[config.mk]
export PLATFORM = sky130hd
export DESIGN_NAME = pipelined_adder_flat
export DESIGN_NICKNAME = d
export VERILOG_FILES = /design/src/rtl/pipelined_adder_if.sv /design/src/rtl/pipelined_adder.sv /design/src/flat_wrapper.sv
export SDC_FILE = /design/constraint.sdc
export NUM_CORES = 1
export LEC_CHECK = 0
export ABC_AREA = 1
export ABC_CLOCK_PERIOD_IN_PS = 8400
export CAP_MARGIN = 10
export CELL_PAD_IN_SITES_DETAIL_PLACEMENT = 2
export CELL_PAD_IN_SITES_GLOBAL_PLACEMENT = 2
export CORE_MARGIN = 1.5
export CORE_UTILIZATION = 34
export CTS_BUF_LIST = sky130_fd_sc_hd__clkbuf_8 sky130_fd_sc_hd__clkbuf_16
export DETAILED_ROUTE_END_ITERATION = 12
export PLACE_DENSITY_LB_ADDON = 0.1
export SYNTH_ARGS = -nofsm -noshare
export SYNTH_HDL_FRONTEND = slang
export SYNTH_SLANG_ARGS = --single-unit
[constraint.sdc]
create_clock -name clk -period 8.4 [get_ports clk]
set_clock_uncertainty 0.05 [all_clocks]
set_input_delay 1.68 -clock clk [delete_from_list [all_inputs] [get_ports clk]]
set_output_delay 1.68 -clock clk [all_outputs]
set_load 0.01 [all_outputs]
[src/rtl/pipelined_adder_if.sv]
// Handshake bundle for the pipelined adder/subtractor.
// Master drives operands and out_ready; slave returns results.
interface pipelined_adder_if #(
    parameter int WIDTH = 32
);
    logic             in_valid;
    logic             in_ready;
    logic [WIDTH-1:0] a;
    logic [WIDTH-1:0] b;
    logic             cin;
    logic             sub;
    logic             out_valid;
    logic             out_ready;
    logic [WIDTH-1:0] s;
    logic             cout;
    logic             ovf;

    modport master (
        output in_valid, a, b, cin, sub, out_ready,
        input  in_ready, out_valid, s, cout, ovf
    );

    modport slave (
        input  in_valid, a, b, cin, sub, out_ready,
        output in_ready, out_valid, s, cout, ovf
    );
endinterface

[src/rtl/pipelined_adder.sv]
// Carry-chunked adder/subtractor, one CW-bit chunk per stage,
// with valid/ready flow control and collapsing bubbles.
module pipelined_adder #(
    parameter int WIDTH  = 32,
    parameter int STAGES = 4,
    parameter int SUB_EN = 1
) (
    input logic              clk,
    input logic              rst,
    pipelined_adder_if.slave bus
);
    localparam int SN = (STAGES < 1) ? 1 : STAGES;
    localparam int CW = WIDTH / SN;

    if ((STAGES < 1) || (WIDTH % SN != 0)) begin : g_bad_cfg
        $error("pipelined_adder: STAGES must be >=1 and divide WIDTH");
    end

    logic [WIDTH-1:0] a_r [SN];
    logic [WIDTH-1:0] b_r [SN];
    logic [WIDTH-1:0] s_r [SN];
    logic [WIDTH-1:0] a_i [SN];
    logic [WIDTH-1:0] b_i [SN];
    logic [WIDTH-1:0] s_i [SN];
    logic [WIDTH-1:0] s_n [SN];
    logic [CW:0]      sum [SN];
    logic [SN-1:0]    v_r;
    logic [SN-1:0]    v_i;
    logic [SN-1:0]    c_r;
    logic [SN-1:0]    c_i;
    logic [SN-1:0]    c_n;
    logic [SN:0]      go;
    logic [WIDTH-1:0] b_e;
    logic             sub_e;
    logic             c0;
    logic             init_q;
    logic             ovf_r;
    logic             ovf_n;
    logic             unused_x;

    assign sub_e = (SUB_EN != 0) && bus.sub;
    assign b_e   = sub_e ? ~bus.b : bus.b;
    assign c0    = sub_e ? 1'b1 : bus.cin;

    // Stage k may load when empty or when its content moves on.
    always_comb begin
        go     = '0;
        go[SN] = bus.out_ready;
        for (int k = SN - 1; k >= 0; k--) begin
            go[k] = !v_r[k] || go[k+1];
        end
    end

    assign bus.in_ready  = go[0] && init_q;
    assign bus.out_valid = v_r[SN-1];
    assign bus.s         = s_r[SN-1];
    assign bus.cout      = c_r[SN-1];
    assign bus.ovf       = ovf_r;

    // Per-stage chunk add: stage k adds bits [k*CW +: CW].
    always_comb begin
        a_i   = '{default: '0};
        b_i   = '{default: '0};
        s_i   = '{default: '0};
        s_n   = '{default: '0};
        sum   = '{default: '0};
        v_i   = '0;
        c_i   = '0;
        c_n   = '0;
        for (int k = 0; k < SN; k++) begin
            int j;
            j = (k == 0) ? 0 : k - 1;
            if (k == 0) begin
                a_i[k] = bus.a;
                b_i[k] = b_e;
                s_i[k] = '0;
                c_i[k] = c0;
                v_i[k] = bus.in_valid && init_q;
            end else begin
                a_i[k] = a_r[j];
                b_i[k] = b_r[j];
                s_i[k] = s_r[j];
                c_i[k] = c_r[j];
                v_i[k] = v_r[j];
            end
            sum[k] = {1'b0, a_i[k][k*CW +: CW]}
                   + {1'b0, b_i[k][k*CW +: CW]}
                   + {{CW{1'b0}}, c_i[k]};
            s_n[k] = s_i[k];
            s_n[k][k*CW +: CW] = sum[k][CW-1:0];
            c_n[k] = sum[k][CW];
        end
        ovf_n = (a_i[SN-1][WIDTH-1] == b_i[SN-1][WIDTH-1])
             && (s_n[SN-1][WIDTH-1] != a_i[SN-1][WIDTH-1]);
    end

    // Operand bits already consumed are simply dropped downstream.
    always_comb begin
        unused_x = 1'b0;
        for (int k = 0; k < SN; k++) begin
            unused_x = unused_x ^ (^a_r[k]) ^ (^b_r[k]);
        end
    end

    // Pipeline registers; reset clears valids and all data.
    always_ff @(posedge clk or posedge rst) begin
        if (rst) begin
            init_q <= 1'b0;
            ovf_r  <= 1'b0;
            v_r    <= '0;
            c_r    <= '0;
            for (int k = 0; k < SN; k++) begin
                a_r[k] <= '0;
                b_r[k] <= '0;
                s_r[k] <= '0;
            end
        end else begin
            init_q <= 1'b1;
            for (int k = 0; k < SN; k++) begin
                if (go[k]) begin
                    v_r[k] <= v_i[k];
                    a_r[k] <= a_i[k];
                    b_r[k] <= b_i[k];
                    s_r[k] <= s_n[k];
                    c_r[k] <= c_n[k];
                end
            end
            if (go[SN-1]) begin
                ovf_r <= ovf_n;
            end
        end
    end
endmodule

[src/flat_wrapper.sv]
// flat-port wrapper written by rule: the top's interface ports become plain ports
module pipelined_adder_flat 
#(
    parameter int WIDTH  = 32,
    parameter int STAGES = 4,
    parameter int SUB_EN = 1
)
  (clk, rst, bus_in_valid, bus_a, bus_b, bus_cin, bus_sub, bus_out_ready, bus_in_ready, bus_out_valid, bus_s, bus_cout, bus_ovf);
  pipelined_adder_if #(.WIDTH(WIDTH)) bus_i ();
  input logic clk;
  input logic rst;
  input wire logic [$bits(bus_i.in_valid)-1:0] bus_in_valid;
  input wire logic [$bits(bus_i.a)-1:0] bus_a;
  input wire logic [$bits(bus_i.b)-1:0] bus_b;
  input wire logic [$bits(bus_i.cin)-1:0] bus_cin;
  input wire logic [$bits(bus_i.sub)-1:0] bus_sub;
  input wire logic [$bits(bus_i.out_ready)-1:0] bus_out_ready;
  output wire logic [$bits(bus_i.in_ready)-1:0] bus_in_ready;
  output wire logic [$bits(bus_i.out_valid)-1:0] bus_out_valid;
  output wire logic [$bits(bus_i.s)-1:0] bus_s;
  output wire logic [$bits(bus_i.cout)-1:0] bus_cout;
  output wire logic [$bits(bus_i.ovf)-1:0] bus_ovf;
  assign bus_i.in_valid = bus_in_valid;
  assign bus_i.a = bus_a;
  assign bus_i.b = bus_b;
  assign bus_i.cin = bus_cin;
  assign bus_i.sub = bus_sub;
  assign bus_i.out_ready = bus_out_ready;
  assign bus_in_ready = bus_i.in_ready;
  assign bus_out_valid = bus_i.out_valid;
  assign bus_s = bus_i.s;
  assign bus_cout = bus_i.cout;
  assign bus_ovf = bus_i.ovf;
  pipelined_adder #(.WIDTH(WIDTH), .STAGES(STAGES), .SUB_EN(SUB_EN)) u_core (.clk(clk), .rst(rst), .bus(bus_i));
endmodule
==> results by group, run 1 <==
Status
  • Outcome: completed

Global route
  • Initial antenna violation count: 0
  • Global Route met3 Usage: 3.04%
  • First-pass GRT wire length: 37.9 mm
  • Gr busiest metal: met2
  • GRT Total Usage: 18.2%
  • Overflow after GRT: 0
  • Largest net degree at the start of global routing: 114
  • Vias in the first global route: 7494
  • Global Route met1 Usage: 21.8%
  • Met2 usage: 33.9%

Synth
  • Average cell area after synthesis: 8.46 um2
  • Number of synthesized register bits: 186
  • Yosys top cell by area: dfrtp_1
  • Cell variety after synth: 25
  • Netlist Area Pre-Place: 0.00863 mm2
  • Net Count, Synth: 1126
  • Yosys warns: 0
  • Top cells by area, synth: dfrtp_1 (54%), nand2_1 (19%), o21ai_0 (4.9%), inv_1 (4.2%), ha_1 (4.1%)
  • Cells after Synth: 1020
  • Post-synthesis sequential area ratio: 53.9%
  • Synth top area share: 53.9%

Worst setup path
  • Crit-path cells: clkdlybuf4s50_1, nor2_4, nand2_2, nor2_4, nand2_2, inv_2, nor2_1, clkdlybuf4s50_1
  • Critical Path Start: bus_out_ready
  • Critical Path End: bus_in_ready
  • Max stage delay on crit path: 0.84 ns
  • Setup slack, reg-to-reg: 5.83 ns
  • R2R Path Start: u_core.v_r[3]$_DFFE_PP0P_
  • Crit path max-delay family: simple AND/OR/NAND/NOR gates
  • Setup Crit Path Kind: in2out
  • WP data required: 6.67 ns
  • Cell depth of the worst setup path: 8
  • Worst Path Buf+Inv: 3
  • Crit path max fanout: 56
  • Worst r2r path cells: 8
  • Slowest cell on crit path: nand2_2
  • Crit path launch type: input port
  • Worst setup EP type: primary output
  • Worst r2r dst: u_core.b_i[92]$_DFFE_PP0N_
  • WP data arrival: 3.97 ns

Timing
  • Measured slew at the worst slew-check pin: 1.18 ns
  • Final setup fails: 0
  • Final max-slew violation count: 0
  • Rel. slew slack: 21.4%
  • Post-route setup slack: 2.70 ns
  • RSZ-0062 raised after global routing: false
  • Min Tclk post-route: 5.70 ns
  • Period utilisation layout: 67.8%
  • Final Hold Viols: 0
  • Fmax: 176 MHz
  • Setup TNS: 0 ns

Layout
  • Most frequent cells in the layout: nand2_1 (431), dfrtp_1 (186), clkdlybuf4s50_1 (104)
  • Fillers: 2831
  • # diodes: 0
  • Syn-to-layout area delta: 22.8%
  • Commonest non-fill, non-tap cell in the layout: nand2_1
  • Final std cells w/o fill: 1452
  • Final nets: 1215
  • Layout cell share with drive strength beyond 1: 4.19%

Pwr
  • Leakage: 5.28 nW
  • Pwr Density: 247 mW/mm2
  • Max VDD drop: 0.0991 mV

CTS
  • Cts bufs inserted: 17
  • Postcts setup bufs: 0
  • Clock latency at the later pin of the worst-skew pair: 0.42 ns
  • H-Tree Depth: 4
  • Clk buf depth: 2
  • Post-CTS Hold Fix Bufs: 0
  • Reg clk slew, reported paths: 0.06 ns
  • Post-CTS sizing: 0
  • CTS Root Cell: clkbuf_16
  • TritonCTS clock tree: yes
  • Clock Sinks: 186

Floorplanning
  • Core Area: 0.0250 mm2
  • Initial core utilization: 34.5%
  • Die height: 162 um
  • Ports: 106
  • Die area: 0.0263 mm2
  • Horiz. Die Dim: 162 um
  • Site row count: 58

Route
  • Wire per inst: 15.5 um
  • Routed Antenna Nets: 0
  • Drt pass-1 iters: 4
  • Via count: 6842
  • DRC violations left: 0
  • Drt initial violations: 269
  • Vias per cell: 4.71
  • DRT Wirelength: 22.6 mm

Run
  • Max Cap Viol: 0

Place
  • Pre-CTS WS: 2.68 ns
  • Placed Instances: 1420
  • DP HPWL: 14.8 mm
  • Gp weighted congestion: 0.760
  • Port Buffer Count: 105

Worst hold path
  • Hold Crit Class: reg2reg
-- Yosys cell counts --
library cell    n
nand2_1       432
dfrtp_1       186
inv_1          96
o21ai_0        84
nand3_1        38
ha_1           28
xor2_1         22
buf_2          21
nor2_1         19
xnor2_1        17
a21oi_1        15
clkbuf_1       15
o21ai_1        12
fa_1            8
nand4_1         7
buf_1           5
or2_2           3
clkinv_1        2
nor2_4          2
o21a_1          2
o22ai_1         2
a211oi_1        1
conb_1          1
nand2_2         1
o21bai_1        1
-- state kept, by name, indices dropped and copies added (netlist names) --
name and count:
u_core.c_r 4, u_core.b_i 48, u_core.init_q 1, u_core.bus.ovf 1, u_core.s_i 48, u_core.a_i 48
u_core.v_r 4, u_core.bus.s 32
-- worst min path at each step --
stage / startpoint / end / slack (ns) / cells past startpoint
after floorplan: u_core.v_r[0]$_DFFE_PP0N_ / u_core.v_r[1]$_DFFE_PP0P_ / 0.39 / 1
after global placement: u_core.a_i[86]$_DFFE_PP0N_ / u_core.a_i[86]$_DFFE_PP0N_ / 0.40 / 2
after detailed placement: u_core.a_i[88]$_DFFE_PP0N_ / u_core.a_i[88]$_DFFE_PP0N_ / 0.41 / 2
after CTS: u_core.a_i[88]$_DFFE_PP0N_ / u_core.a_i[88]$_DFFE_PP0N_ / 0.43 / 2
after global routing: u_core.a_i[26]$_DFFE_PP0P_ / u_core.a_i[26]$_DFFE_PP0P_ / 0.45 / 2
final: u_core.a_i[88]$_DFFE_PP0N_ / u_core.a_i[88]$_DFFE_PP0N_ / 0.42 / 2
-- logic make-up (layout without fill, tap and decap cells) --
logic type	Yosys count	in the layout	share of synthesized area (%)
simple gates	502	502	22.9
flops	186	186	53.9
buf+inv	139	241	6.35
compound gates	117	117	6.93
xor+xnor	39	39	3.96
fa+ha+maj	36	36	5.91
other cells	1	1	0.0434
-- report_power, final --
part	switching, mW	internal (mW)	total [mW]
clock	0.351	0.521	0.872
combinational	0.316	0.270	0.586
sequential	0.0945	1.06	1.16
total	0.761	1.86	2.62
-- metrics by stage --
| step | hold slack [ns] | utilization [%] | total power, mW | instance area, um2 |
|---|---|---|---|---|
| after global placement | 0.405 | 39.8 | 1.74 | 9960 |
| after detailed placement | 0.409 | 39.8 | 1.77 | 9960 |
| after CTS | 0.425 | 42.3 | 2.66 | 10600 |
| after floorplan | 0.390 | - | 1.49 | 8630 |
| final | 0.421 | 42.3 | 2.62 | 10600 |
| after global routing | 0.447 | 42.3 | 2.78 | 10600 |
-- per-layer routing --
layer	routed length [um]	up-vias	part of all wire (%)
li1	-	3320	-
met1	9900	3425	44
met2	11900	81	53
met3	529	16	2.3
met4	220	0	0.97
met5	0	-	0
-- tightest hold or removal path: cells and delay by family (launching register included) --
family | cells | cell delay [ns]
and+or+nand+nor | 2 | 0.09
DFF | 1 | 0.34
-- cell type report --
cell class	count	area (um2)	area share, %
Inverter	98	375	3.54
Sequential cell	186	4650	43.9
Clock inverter	12	171	1.62
Multi-Input combinational cell	695	3430	32.4
Tap cell	330	413	3.89
Clock buffer	20	467	4.40
Timing Repair Buffer	111	1090	10.3
No activity file was read; power rests on OpenSTA's default activity.
==> run 2, diff against run 1 <==
--- a/config.mk
+++ b/config.mk
@@ -6,7 +6,7 @@
 export NUM_CORES = 1
 export LEC_CHECK = 0
 export ABC_AREA = 1
-export ABC_CLOCK_PERIOD_IN_PS = 8400
+export ABC_CLOCK_PERIOD_IN_PS = 5250
 export CAP_MARGIN = 10
 export CELL_PAD_IN_SITES_DETAIL_PLACEMENT = 2
 export CELL_PAD_IN_SITES_GLOBAL_PLACEMENT = 2
==> constraint.sdc (replaced) <==
create_clock -name clk -period 5.25 [get_ports clk]
set_clock_uncertainty 0.05 [all_clocks]
set_input_delay 1.05 -clock clk [delete_from_list [all_inputs] [get_ports clk]]
set_output_delay 1.05 -clock clk [all_outputs]
set_load 0.01 [all_outputs]
==> run 2 against run 1 <==
Net effect:
- sequential share of layout area rose by 0.12 points
- sequential cell count unchanged
- via count decreased by 0.37%
- worst setup slack worse by 1.1 ns
- clock-buffer cell count is 1 lower
- final area is 0.27% lower
- critical path type unchanged
- largest cell class unchanged
==> results by group, run 2 (synthesis gave the netlist of run 1 again) <==
Status
  • Outcome: completed (unchanged)

CTS
  • Clock Sinks: 186 (unchanged)
  • Postcts setup bufs: 0 (unchanged)
  • Cts bufs inserted: 17 (unchanged)
  • Clock latency at the later pin of the worst-skew pair: 0.43 ns (was 0.42 ns)
  • H-Tree Depth: 4 (unchanged)
  • Clk buf depth: 2 (unchanged)
  • TritonCTS clock tree: yes (unchanged)
  • Post-CTS Hold Fix Bufs: 0 (unchanged)
  • Reg clk slew, reported paths: 0.07 ns (was 0.06 ns)
  • Post-CTS sizing: 0 (unchanged)
  • CTS Root Cell: clkbuf_16 (unchanged)

Pwr
  • Leakage: 5.25 nW (was 5.28 nW)
  • Design Power: 4.07 mW (was 2.62 mW)
  • Max VDD drop: 0.147 mV (was 0.0991 mV)
  • Pwr Density: 385 mW/mm2 (was 247 mW/mm2)

Worst hold path
  • Hold Crit Class: reg2reg (unchanged)
  • HP Start: u_core.a_i[81]$_DFFE_PP0N_ (was u_core.a_i[88]$_DFFE_PP0N_)

Route
  • DRT Wirelength: 22.0 mm (was 22.6 mm)
  • DRC violations left: 0 (unchanged)
  • Drt initial violations: 267 (was 269)
  • Via count: 6817 (was 6842)
  • Drt pass-1 iters: 4 (unchanged)
  • Wire per inst: 15.1 um (was 15.5 um)
  • Routed Antenna Nets: 0 (unchanged)
  • Vias per cell: 4.69 (was 4.71)

Worst setup path
  • Setup Crit Path Kind: in2out (unchanged)
  • Crit path launch type: input port (unchanged)
  • WP data arrival: 2.59 ns (was 3.97 ns)
  • Crit-path cells: clkdlybuf4s50_1, nor2_4, nand2_2, nor2_4, nand2_2, clkinv_1, nor2_1, clkdlybuf4s50_1 (was clkdlybuf4s50_1, nor2_4, nand2_2, nor2_4, nand2_2, inv_2, nor2_1, clkdlybuf4s50_1)
  • Worst setup EP type: primary output (unchanged)
  • Max stage delay on crit path: 0.55 ns (was 0.84 ns)
  • Crit path max fanout: 2 (was 56)
  • WP data required: 4.15 ns (was 6.67 ns)
  • R2R Path Start: u_core.v_r[3]$_DFFE_PP0P_ (unchanged)
  • Critical Path Start: bus_out_ready (unchanged)
  • Slowest cell on crit path: clkdlybuf4s50_1 (was nand2_2)

Floorplanning
  • Ports: 106 (unchanged)
  • Die height: 162 um (unchanged)
  • Initial core utilization: 34.5% (unchanged)
  • Site row count: 58 (unchanged)
  • Core Area: 0.0250 mm2 (unchanged)
  • Die area: 0.0263 mm2 (unchanged)
  • Horiz. Die Dim: 162 um (unchanged)

Layout
  • Final Util: 42.2% (was 42.3%)
  • Commonest non-fill, non-tap cell in the layout: nand2_1 (unchanged)
  • Final instance area: 0.0106 mm2 (about the same)
  • Layout cell share with drive strength beyond 1: 4.27% (was 4.19%)
  • Final nets: 1218 (was 1215)
  • Final std cells w/o fill: 1454 (was 1452)
  • # diodes: 0 (unchanged)
  • Syn-to-layout area delta: 22.5% (was 22.8%)
  • Most frequent cells in the layout: nand2_1 (431), dfrtp_1 (186), clkdlybuf4s50_1 (104) (unchanged)

Global route
  • Vias in the first global route: 7532 (was 7494)
  • Initial antenna violation count: 1 (was 0)
  • Overflow after GRT: 0 (unchanged)
  • GRT Total Usage: 18.2% (about the same)
  • Largest net degree at the start of global routing: 156 (was 114)
  • First-pass GRT wire length: 37.9 mm (about the same)

Timing
  • Final setup fails: 0 (unchanged)
  • Setup TNS: 0 ns (unchanged)
  • Final max-slew violation count: 0 (unchanged)
  • RSZ-0062 raised after global routing: false (unchanged)
  • Rel. slew slack: 40.7% (was 21.4%)
  • Fmax: 271 MHz
  • Min Tclk post-route: 3.69 ns
  • Fin Hold WS: 0.421 ns (about the same)
  • Post-route setup slack: 1.56 ns (was 2.70 ns)
  • Final Hold Viols: 0 (unchanged)
  • Measured slew at the worst slew-check pin: 0.889 ns (was 1.18 ns)
  • Period utilisation layout: 70.3%

Run
  • Max Cap Viol: 0 (unchanged)

Place
  • Placed Instances: 1423 (was 1420)
  • DP HPWL: 15.1 mm (was 14.8 mm)
  • Post-placement cell area: 0.0100 mm2 (was 0.00996 mm2)
  • Gp weighted congestion: 0.787 (was 0.760)
  • Pre-CTS WS: 1.55 ns (was 2.68 ns)
  • Port Buffer Count: 105 (unchanged)
[run 2: where the power goes]
group | total, mW | internal (mW) | leakage (nW) | switching (mW)
clock | 1.28 | 0.722 | 0.274 | 0.560
sequential | 1.85 | 1.70 | 2.18 | 0.148
combinational | 0.935 | 0.434 | 2.80 | 0.500
[run 2: path summary, 6_finish.rpt]
| kind | endpoint | cells after the start | slack, ns |
|---|---|---|---|
| worst max-delay path | bus_in_ready | 8 | 1.56 |
| worst min-delay path | u_core.a_i[49]$_DFFE_PP0P_ | 2 | 0.42 |
| worst max register to register | u_core.b_i[62]$_DFFE_PP0P_ | 9 | 2.72 |
| worst min register to register | u_core.a_i[49]$_DFFE_PP0P_ | 2 | 0.42 |
| max in group asynchronous | u_core.a_i[89]$_DFFE_PP0N_ | 3 | 3.31 |
| min in group asynchronous | u_core.b_i[81]$_DFFE_PP0N_ | 3 | 1.06 |
[run 2: area by class of cell]
type,count,area [um2]
Sequential cell,186,4650
Clock inverter,12,125
Multi-Input combinational cell,695,3430
Clock buffer,19,453
Fill cell,2816,14500
Tap cell,330,413
Inverter,98,372
Timing Repair Buffer,114,1130
[run 2: layer usage]
metal | global-route usage [%] | routed length, um | vias up
met3 | 3.14 | 549 | 14
met5 | 0 | 0 | -
met4 | 4.25 | 187 | 0
met1 | 22.3 | 9850 | 3396
met2 | 33.3 | 11400 | 77
li1 | - | - | 3330
[run 2: worst max-delay path, delay by kind of cell]
kind                   cells  cell delay, ns
buffers and inverters      3            1.14
and+or+nand+nor            5            0.40
==> run 3, diff against run 2 <==
--- a/config.mk
+++ b/config.mk
@@ -6,7 +6,7 @@
 export NUM_CORES = 1
 export LEC_CHECK = 0
 export ABC_AREA = 1
-export ABC_CLOCK_PERIOD_IN_PS = 5250
+export ABC_CLOCK_PERIOD_IN_PS = 3490
 export CAP_MARGIN = 10
 export CELL_PAD_IN_SITES_DETAIL_PLACEMENT = 2
 export CELL_PAD_IN_SITES_GLOBAL_PLACEMENT = 2
==> constraint.sdc (replaced) <==
create_clock -name clk -period 3.49 [get_ports clk]
set_clock_uncertainty 0.05 [all_clocks]
set_input_delay 0.698 -clock clk [delete_from_list [all_inputs] [get_ports clk]]
set_output_delay 0.698 -clock clk [all_outputs]
set_load 0.01 [all_outputs]
==> run 3 against run 2 <==
Net effect:
- core utilization up 0.24 points
- routed wire length up 0.87%
- largest power group unchanged
- critical path type unchanged
- clock-buffer cell count unchanged
==> results by group, run 3 (synthesis gave the netlist of run 1 again) <==
Route
  • DRC violations left: 0 (unchanged)
  • DRT Wirelength: 22.2 mm (was 22.0 mm)
  • Via count: 6911 (was 6817)
  • Vias per cell: 4.74 (was 4.69)
  • Wire per inst: 15.2 um (was 15.1 um)
  • Drt initial violations: 231 (was 267)
  • Routed Antenna Nets: 0 (unchanged)
  • Drt pass-1 iters: 4 (unchanged)

Floorplanning
  • Ports: 106 (unchanged)
  • Site row count: 58 (unchanged)
  • Die height: 162 um (unchanged)
  • Die area: 0.0263 mm2 (unchanged)
  • Core Area: 0.0250 mm2 (unchanged)
  • Initial core utilization: 34.5% (unchanged)
  • Horiz. Die Dim: 162 um (unchanged)

Place
  • Pre-CTS WS: 0.473 ns (was 1.55 ns)
  • Gp weighted congestion: 0.765 (was 0.787)
  • Placed Instances: 1426 (was 1423)
  • DP HPWL: 15.4 mm (was 15.1 mm)
  • Port Buffer Count: 105 (unchanged)

Timing
  • RSZ-0062 raised after global routing: false (unchanged)
  • Final Hold Viols: 0 (unchanged)
  • Rel. slew slack: 56.8% (was 40.7%)
  • Final max-slew violation count: 0 (unchanged)
  • Final setup fails: 0 (unchanged)
  • Setup TNS: 0 ns (unchanged)
  • Fmax: 332 MHz
  • Period utilisation layout: 86.2%
  • Measured slew at the worst slew-check pin: 0.648 ns (was 0.889 ns)
  • Post-route setup slack: 0.481 ns (was 1.56 ns)
  • Min Tclk post-route: 3.01 ns

CTS
  • Reg clk slew, reported paths: 0.06 ns (was 0.07 ns)
  • Post-CTS sizing: 0 (unchanged)
  • Postcts setup bufs: 0 (unchanged)
  • TritonCTS clock tree: yes (unchanged)
  • Clock Sinks: 186 (unchanged)
  • Post-CTS Hold Fix Bufs: 0 (unchanged)
  • Cts bufs inserted: 17 (unchanged)
  • Clock latency at the later pin of the worst-skew pair: 0.43 ns (about the same)
  • CTS Root Cell: clkbuf_16 (unchanged)
  • Clk buf depth: 2 (unchanged)
  • H-Tree Depth: 4 (unchanged)

Pwr
  • Int Pwr: 4.38 mW (was 2.86 mW)
  • Comb pwr share: 23.0% (about the same)
  • Pwr Density: 582 mW/mm2 (was 385 mW/mm2)
  • Net Sw Power: 1.81 mW (was 1.21 mW)
  • Max VDD drop: 0.256 mV (was 0.147 mV)
  • Clock power share: 32.1% (was 31.5%)
  • Sequential Power Share: 44.9% (was 45.5%)
  • Leakage: 5.28 nW (was 5.25 nW)
  • Sw Ratio: 29.3% (was 29.7%)

Worst setup path
  • Max stage delay on crit path: 0.57 ns (was 0.55 ns)
  • Worst r2r dst: u_core.c_r[2]$_DFFE_PP0P_ (was u_core.b_i[62]$_DFFE_PP0P_)
  • R2R Path Start: u_core.c_r[1]$_DFFE_PP0P_ (was u_core.v_r[3]$_DFFE_PP0P_)
  • Setup slack, reg-to-reg: 1.35 ns (was 2.72 ns)
  • Crit path launch type: input port (unchanged)
  • Crit path max fanout: 2 (unchanged)
  • Cell depth of the worst setup path: 8 (unchanged)
  • Crit-path cells: clkdlybuf4s50_1, nor2_4, nand2_2, nor2_4, nand2_2, clkinv_1, nor2_1, clkdlybuf4s50_1 (unchanged)
  • Critical Path Start: bus_out_ready (unchanged)
  • Slowest cell on crit path: clkdlybuf4s50_1 (unchanged)
  • Setup Crit Path Kind: in2out (unchanged)
  • WP data required: 2.74 ns (was 4.15 ns)
  • Worst r2r path cells: 8 (was 9)
  • Worst Path Buf+Inv: 3 (unchanged)
  • Worst setup EP type: primary output (unchanged)
  • Crit path max-delay family: buffers and inverters (unchanged)
  • WP data arrival: 2.26 ns (was 2.59 ns)
  • Critical Path End: bus_in_ready (unchanged)

Global route
  • Largest net degree at the start of global routing: 68 (was 156)
  • First-pass GRT wire length: 38.5 mm (was 37.9 mm)
  • GRT Total Usage: 18.5% (was 18.2%)
  • Overflow after GRT: 0 (unchanged)
  • Vias in the first global route: 7619 (was 7532)
  • Initial antenna violation count: 0 (was 1)

Layout
  • Commonest non-fill, non-tap cell in the layout: nand2_1 (unchanged)
  • Fillers: 2835 (was 2816)
  • Syn-to-layout area delta: 23.2% (was 22.5%)
  • Final std cells w/o fill: 1457 (was 1454)
  • # diodes: 0 (unchanged)
  • Final nets: 1221 (was 1218)
  • Layout cell share with drive strength beyond 1: 4.53% (was 4.27%)
  • Most frequent cells in the layout: nand2_1 (431), dfrtp_1 (186), clkdlybuf4s50_1 (104) (unchanged)

Run
  • Max Cap Viol: 0 (unchanged)

Status
  • Outcome: completed (unchanged)

Worst hold path
  • Hold Crit Class: reg2reg (unchanged)
==> run 3: changes by cell type in the layout (fill, tap and decap cells not counted) <==
| cell | previous run | this run |
|---|---|---|
| buf_4 | 8 | 10 |
| inv_6 | 1 | 0 |
| buf_12 | 1 | 2 |
| clkinv_2 | 3 | 2 |
| clkinv_4 | 0 | 1 |
| bufinv_16 | 2 | 3 |
==> run 3: worst min-delay path, delay by kind of cell, from the launching register on <==
| kind | cells | cell delay [ns] |
|---|---|---|
| flops | 1 | 0.34 |
| simple gates | 2 | 0.09 |
==> run 3: power groups by stage <==
stage	clock, mW	combinational [mW]	sequential, mW
floorplan	0	0.761	2.83
global placement	0	1.39	2.81
detailed placement	0	1.45	2.83
CTS	2.05	1.47	2.79
global route	2.13	1.64	2.83
finish	1.98	1.43	2.78
==> run 3: stage by stage <==
step                      total power, mW  hold WS [ns]  util [%]  instance area [um2]
after floorplan                      3.59         0.390         -                 8630
after global placement               4.20         0.402      40.1                10000
after detailed placement             4.27         0.409      40.1                10000
after CTS                            6.31         0.426      42.5                10600
after global routing                 6.61         0.447      42.5                10600
final                                6.19         0.421      42.5                10600
==> run 3: how the worst min path moves through the flow <==
stage,depth (start not counted),slack [ns],end,start
final,2,0.42,u_core.a_i[88]$_DFFE_PP0N_,u_core.a_i[88]$_DFFE_PP0N_
after floorplan,1,0.39,u_core.v_r[1]$_DFFE_PP0P_,u_core.v_r[0]$_DFFE_PP0N_
after global placement,2,0.40,u_core.a_i[48]$_DFFE_PP0P_,u_core.a_i[80]$_DFFE_PP0N_
after CTS,2,0.43,u_core.a_i[88]$_DFFE_PP0N_,u_core.a_i[88]$_DFFE_PP0N_
after detailed placement,2,0.41,u_core.a_i[88]$_DFFE_PP0N_,u_core.a_i[88]$_DFFE_PP0N_
after global routing,2,0.45,u_core.a_i[58]$_DFFE_PP0P_,u_core.a_i[90]$_DFFE_PP0N_
==> run 3: layout make-up <==
type                       instances  area [um2]  area share [%]
clock buffer                      19         453            4.26
clock inverter                    12         150            1.41
inverter                          98         372            3.49
multi-input combinational        695        3430            32.3
sequential                       186        4650            43.8
tap                              330         413            3.88
timing repair buffer             117        1160            10.9
==> run 3: routing by layer <==
metal	vias up	part of all wire (%)	wire length, um	GRT usage [%]
li1	3336	-	-	-
met1	3488	45	9970	23.0
met2	74	52	11600	33.6
met3	13	2.0	437	2.73
met4	0	0.86	190	4.38
met5	-	0	0	0
